**src/rtl/pipe_ctrl.sv**
```systemverilog
// rtl/pipe_ctrl.sv - stall/flush controller for the dual-issue pipeline (optional stall watchdog: PIPE_CTRL_STALL_WDT_EN)
module pipe_ctrl #(
  parameter logic [31:0] EXC_VECTOR = 32'hBFC00380,
  parameter int unsigned WDT_LIMIT  = 1023
) (
  input  logic        clk,
  input  logic        resetn,
  input  logic [4:0]  stallreq_i,
  input  logic        exc_valid_i,
  input  logic        exc_is_eret_i,
  input  logic [31:0] epc_i,
  output logic [4:0]  stall,
  output logic        flush,
  output logic        flush_cause,
  output logic [31:0] new_pc_o,
  output logic        wdt_o
);

  typedef enum logic [1:0] {
    ST_RUN   = 2'd0,
    ST_PEND  = 2'd1,
    ST_FLUSH = 2'd2
  } state_t;

  state_t      state, next_state;
  logic        pend_cause;
  logic [31:0] pend_pc;
  logic        load_pend;
  logic        next_cause;
  logic [31:0] next_pc;
  logic [4:0]  therm;

  // Thermometer stall vector: every stage at or below the highest requester freezes
  always_comb begin
    therm = {stallreq_i[4], |stallreq_i[4:3], |stallreq_i[4:2], |stallreq_i[4:1], |stallreq_i[4:0]};
    stall = (state == ST_FLUSH) ? 5'b00000 : therm;
  end

  // Next state and the event to latch; a held event always beats a newer one
  always_comb begin
    next_state = state;
    load_pend  = 1'b0;
    next_cause = pend_cause;
    next_pc    = pend_pc;
    case (state)
      ST_RUN: begin
        if (exc_valid_i) begin
          load_pend  = 1'b1;
          next_cause = exc_is_eret_i;
          next_pc    = exc_is_eret_i ? epc_i : EXC_VECTOR;
          next_state = stall[3] ? ST_PEND : ST_FLUSH;
        end
      end
      ST_PEND: begin
        if (!stall[3]) next_state = ST_FLUSH;
      end
      ST_FLUSH: next_state = ST_RUN;
      default:  next_state = ST_RUN;
    endcase
  end

  // State, pending event and registered flush-side outputs
  always_ff @(posedge clk) begin
    if (!resetn) begin
      state       <= ST_RUN;
      pend_cause  <= 1'b0;
      pend_pc     <= 32'h0;
      flush       <= 1'b0;
      flush_cause <= 1'b0;
      new_pc_o    <= 32'h0;
    end else begin
      state <= next_state;
      if (load_pend) begin
        pend_cause <= next_cause;
        pend_pc    <= next_pc;
      end
      flush <= (next_state == ST_FLUSH);
      if (next_state == ST_FLUSH) begin
        flush_cause <= next_cause;
        new_pc_o    <= next_pc;
      end
    end
  end

`ifdef PIPE_CTRL_STALL_WDT_EN
  logic [9:0] wdt_cnt, wdt_cnt_next;

  // Saturating count of consecutive stalled cycles
  always_comb begin
    if ((stall == 5'b00000) || flush) wdt_cnt_next = 10'd0;
    else if (wdt_cnt != 10'h3FF)      wdt_cnt_next = wdt_cnt + 10'd1;
    else                              wdt_cnt_next = wdt_cnt;
  end

  // Counter register and sticky trip flag
  always_ff @(posedge clk) begin
    if (!resetn) begin
      wdt_cnt <= 10'd0;
      wdt_o   <= 1'b0;
    end else begin
      wdt_cnt <= wdt_cnt_next;
      if (wdt_cnt_next == 10'(WDT_LIMIT)) wdt_o <= 1'b1;
    end
  end
`else
  logic unused_wdt_limit;
  assign unused_wdt_limit = (WDT_LIMIT != 0);
  assign wdt_o = 1'b0;
`endif

endmodule

```
**config.mk**
```make
export PLATFORM = sky130hd
export DESIGN_NAME = pipe_ctrl
export DESIGN_NICKNAME = d
export VERILOG_FILES = /design/src/rtl/pipe_ctrl.sv
export SDC_FILE = /design/constraint.sdc
export NUM_CORES = 1
export LEC_CHECK = 0
export ABC_AREA = 1
export ABC_CLOCK_PERIOD_IN_PS = 1400
export BUFFER_PORTS_ARGS = -buffer_cell sky130_fd_sc_hd__buf_2
export CAP_MARGIN = 20
export CORE_ASPECT_RATIO = 0.9
export CORE_MARGIN = 4
export CORE_UTILIZATION = 52
export DETAILED_ROUTE_END_ITERATION = 16
export PLACE_DENSITY = 0.85
export SLEW_MARGIN = 20
export SYNTH_ARGS = -nofsm -noshare
export SYNTH_HDL_FRONTEND = slang
export SYNTH_SLANG_ARGS = --single-unit
export TNS_END_PERCENT = 10
```
**constraint.sdc**
```tcl
create_clock -name clk -period 1.4 [get_ports clk]
set_input_delay 0.21 -clock clk [delete_from_list [all_inputs] [get_ports clk]]
set_output_delay 0.21 -clock clk [all_outputs]
set_load 0.05 [all_outputs]
```
# Word-level counts from Yosys, hierarchy flattened

Cells that the tools add are included.

Multiplexer cells: 12
Equal/unequal tests: 3
Reduce and logical (&&, ||, !) cells: 5

Operator list:

| kind               | number |
|---|---|
| $mux 32            | 3 |
| $mux 2             | 3 |
| $mux 5             | 1 |
| $reduce_or 5->1    | 1 |
| $eq 2x2->1 const B | 2 |
| $mux 1             | 4 |
| $pmux 2 s2         | 1 |
| $reduce_or 4->1    | 1 |
| $reduce_or 3->1    | 1 |
| $eq 2x1->1 const B | 1 |
| $logic_not 2->1    | 1 |
| $reduce_or 2->1    | 1 |

Flip-flop bits (word level): 69
Word-level logic and storage cells: 26

# Logic depth before layout (Yosys ltp)

Depth after elaboration: 6
Gate-level depth with buffers: 8
Depth with buffers taken out: 7

# Worst setup path after synthesis

OpenSTA, ideal clock, no wires.

Path kind: reg-to-output
Start: register state[1]
End: output stall[0]
Data required time: 1.190 ns
Buffers on the path: 0
Stages on the path, launching flop included: 4
Arrival time: 1.384 ns
Slack: -0.194 ns
Cell sequence: dfxtp_1 inv_1 nor2_1 a31oi_1

Longest elaborated chain between the ends: 2

RTL lines:

| item                   | RTL line | text |
|---|---|---|
| from (decl)            | 25       | `state_t state, next_state;` |
| from (signal assigned) | 72       | `state <= next_state;` |
| $eq 2x2->1             | 36       | `stall = (state == ST_FLUSH) ? 5'b00000 : therm;` |
| $mux 5                 | 36       |  |
| to (decl)              | 12       | `output logic [4:0] stall,` |

No other way between the ends.

# Worst setup path in the final report

Same ends and word-level chain as after synthesis.

==> flow_metrics.py <==
metrics = {
    "run_status": {
        "status": "completed",
    },
    "yosys": {
        "syn_avg_cell_area_sq_um": 6.638,
        "yosysMostFrequentCell": "nand2_1",
        "synth_edf_count": 0,
        "synth_fp_nets": 483,
        "ys_warn_count": 0,
        "synth.distinct_cells": 20,
        "synthCells": 442,
        "synth_top_area_share_pct": 47.08,
        "synthTopCellsByCount": "nand2_1 (160), dfxtp_1 (69), nor2_1 (63)",
        "ys_seq_area_share_pct": 47.08,
        "syn_area_sq_um": 2934,
        "synth-seq-cells": 69,
        "ys.flop_type": "dfxtp_1",
        "synth_area_leaders": "dfxtp_1 (47%), nand2_1 (20%), nor2_1 (8.1%)",
        "synth_area_leader_cell": "dfxtp_1",
        "synthArstFlopShare_pct": 0,
    },
    "placement": {
        "place_hpwl_microns": 4244,
        "numPortBuffers": 79,
        "globalplace.congestion": 0.7823,
    },
    "route": {
        "wire_per_inst_microns": 10.55,
        "postRouteWirelength_microns": 6243,
        "drt_iter0_markers": 163,
        "via_per_inst": 4.615,
        "dr.pass1.iters": 4,
        "num_vias": 2732,
        "ant_nets": 0,
        "drc": 0,
    },
    "setup_path": {
        "r2r_slack_ps": 160,
        "cp-end-kind": "output port",
        "path_buf_inv": 2,
        "critPathTopFamily": "flip-flops",
        "path_cells": "inv_6, nor2_4, a31oi_2, buf_6",
        "start_kind": "register",
        "cpPeakStageDelay_ps": 380,
        "crit_slowest_cell": "dfxtp_4",
        "cp_max_fo": 5,
        "worstSetupPathType": "register to output port",
        "cp.required_ps": 1190,
        "worstPathArrival_ps": 1180,
    },
    "power_and_ir_drop": {
        "pwr_density_cell_nw_per_um2": 1217,
        "power_mw": 4.451,
        "swShare_pct": 30.69,
        "intPower_mw": 3.085,
        "combPwrFrac_pct": 19.7,
        "switchingPower_mw": 1.366,
        "seqPwrFrac_pct": 47.9,
        "pwr-share-clk_pct": 32.4,
        "ir_worst_vdd_mv": 0.8156,
        "p_leak_nw": 2.109,
    },
    "global_route": {
        "grt_pass1_vias": 2556,
        "grt_pass1_wl_microns": 10640,
        "overflow": 0,
        "grt_usage_pct": 19.73,
        "antenna_found_initial": 0,
        "grt_start_max_net_pins": 45,
    },
    "clocking": {
        "cts_root_buf": "clkbuf_8",
        "clk_path_buf_depth": 2,
        "cts_sinks": 69,
        "cts_buffers": 9,
        "clkTransAtPathRegs_ps": 70,
        "clk_latency_ps": 340,
        "cts_tree": "built",
        "htree_levels": 3,
    },
    "timing": {
        "min_period_ps": 1385,
        "setup-violations-final": 0,
        "clock_skew_ps": 4.945,
        "hold_viol": 0,
        "hold_slack_ps": 154.1,
        "maxSlewViolCount": 0,
        "fin_crit_sh_pct": 98.96,
        "rsz0062_at_grt": "yes",
        "max_clock_freq_ghz": 0.7218,
    },
    "cells_and_area": {
        "antennaDiodeCount": 0,
        "area_growth_syn_to_layout_pct": 24.65,
        "nNetsFinal": 561,
        "n_fill_cell": 464,
        "drive_above_1_share_pct": 23.05,
    },
    "floorplanning": {
        "dieArea_sq_um": 6910,
        "core_area_sq_um": 5349,
        "start_util_pct": 54.85,
        "die_h_microns": 79.26,
        "rows": 25,
        "die_x_microns": 87.18,
        "io_pins": 81,
    },
    "flow_run": {
        "maxCapViolCount": 0,
    },
    "hold_path": {
        "min_path_type": "primary input to register",
    },
}
placed cells by master, fill, tap and decap left out, drive strengths merged:
cell type  instances
a21oi             23
a31oi              1
buf               90
clkbuf            12
clkinv             4
clkinvlp           1
conb               1
dfxtp             69
inv               65
nand2            162
nand3             30
nand4              1
nor2              65
nor3               1
layer usage:
layer	wire [microns]	track usage (%)
met1	2765	21.78
met2	2943	34.37
met3	409	5.290
met4	125	10.28
met5	0	0
power by group through the flow:
stage | Combinational, mW | Sequential (mW) | Clock (mW)
global route | 0.975 | 2.14 | 1.58
CTS | 0.867 | 2.13 | 1.49
global placement | 0.845 | 2.17 | 0
detailed placement | 0.858 | 2.18 | 0
finish | 0.877 | 2.13 | 1.44
floorplan | 0.423 | 2.39 | 0
kinds of logic (layout without fill, tap and decap cells):
kind of cell	count (synthesis)	after routing	synth area share, %
AOI/OAI and AO/OA	24	24	4.137
and+or+nand+nor	259	259	35.86
DFF	69	69	47.08
other	1	1	0.1278
buffers and inverters	89	172	12.79
area by class of cell:
cell class	count	area, sq um	share of cell area, %
sequential	69	1386	37.91
clock inverter	4	22.52	0.6158
clock buffer	12	155.1	4.242
inverter	66	252.7	6.911
timing repair buffer	90	559.3	15.29
tap	67	83.83	2.292
multi-input combinational	284	1197	32.74
state kept, by name, summed over array words and instances (netlist names):
| signal | cells |
|---|---|
| new_pc_o | 32 |
| pend_pc | 32 |
| state | 2 |
| flush | 1 |
| flush_cause | 1 |
| pend_cause | 1 |
worst paths after layout:
kind	from	end	cells past startpoint
worst max register to register	state[0]$_SDFF_PN0_	new_pc_o[8]$_SDFFE_PN0N_	8
worst min-delay path	epc_i[30]	pend_pc[30]$_SDFFE_PN0P_	3
worst max-delay path	state[1]$_SDFF_PN0_	stall[0]	4
worst min register to register	pend_cause$_SDFFE_PN0P_	pend_cause$_SDFFE_PN0P_	2
worst reg2reg max path, cell delays in order, from the launching register on:
cell,delay (ps)
dfxtp_2,400
nor2_4,60
nand2_2,180
buf_12,200
nand2_1,80
nand2_1,80
nand2_1,60
nand2_1,60
inv_1,30
what timing repair did:
action | 4_1_cts | 5_1_grt
buffers inserted | 0 | 2
pin swaps | 0 | 2
setup endpoints to repair | 5 | 5
hold buffers | 0 | 0
gates resized for setup | 10 | 12
through the flow:
stage	cells	instance area, sq um	worst slack (ps)	util [%]	TNS [ps]
2_1_floorplan	442	2940	-158.8	-	-292.6
3_3_place_gp	574	3410	167.1	63.74	0
3_5_place_dp	574	3410	136.8	63.74	0
4_1_cts	590	3611	-3.215	67.51	-3.215
5_1_grt	592	3657	-52.61	68.37	-223.6
6_report	592	3657	14.59	68.37	0
Power figures use the tool's default switching activity.
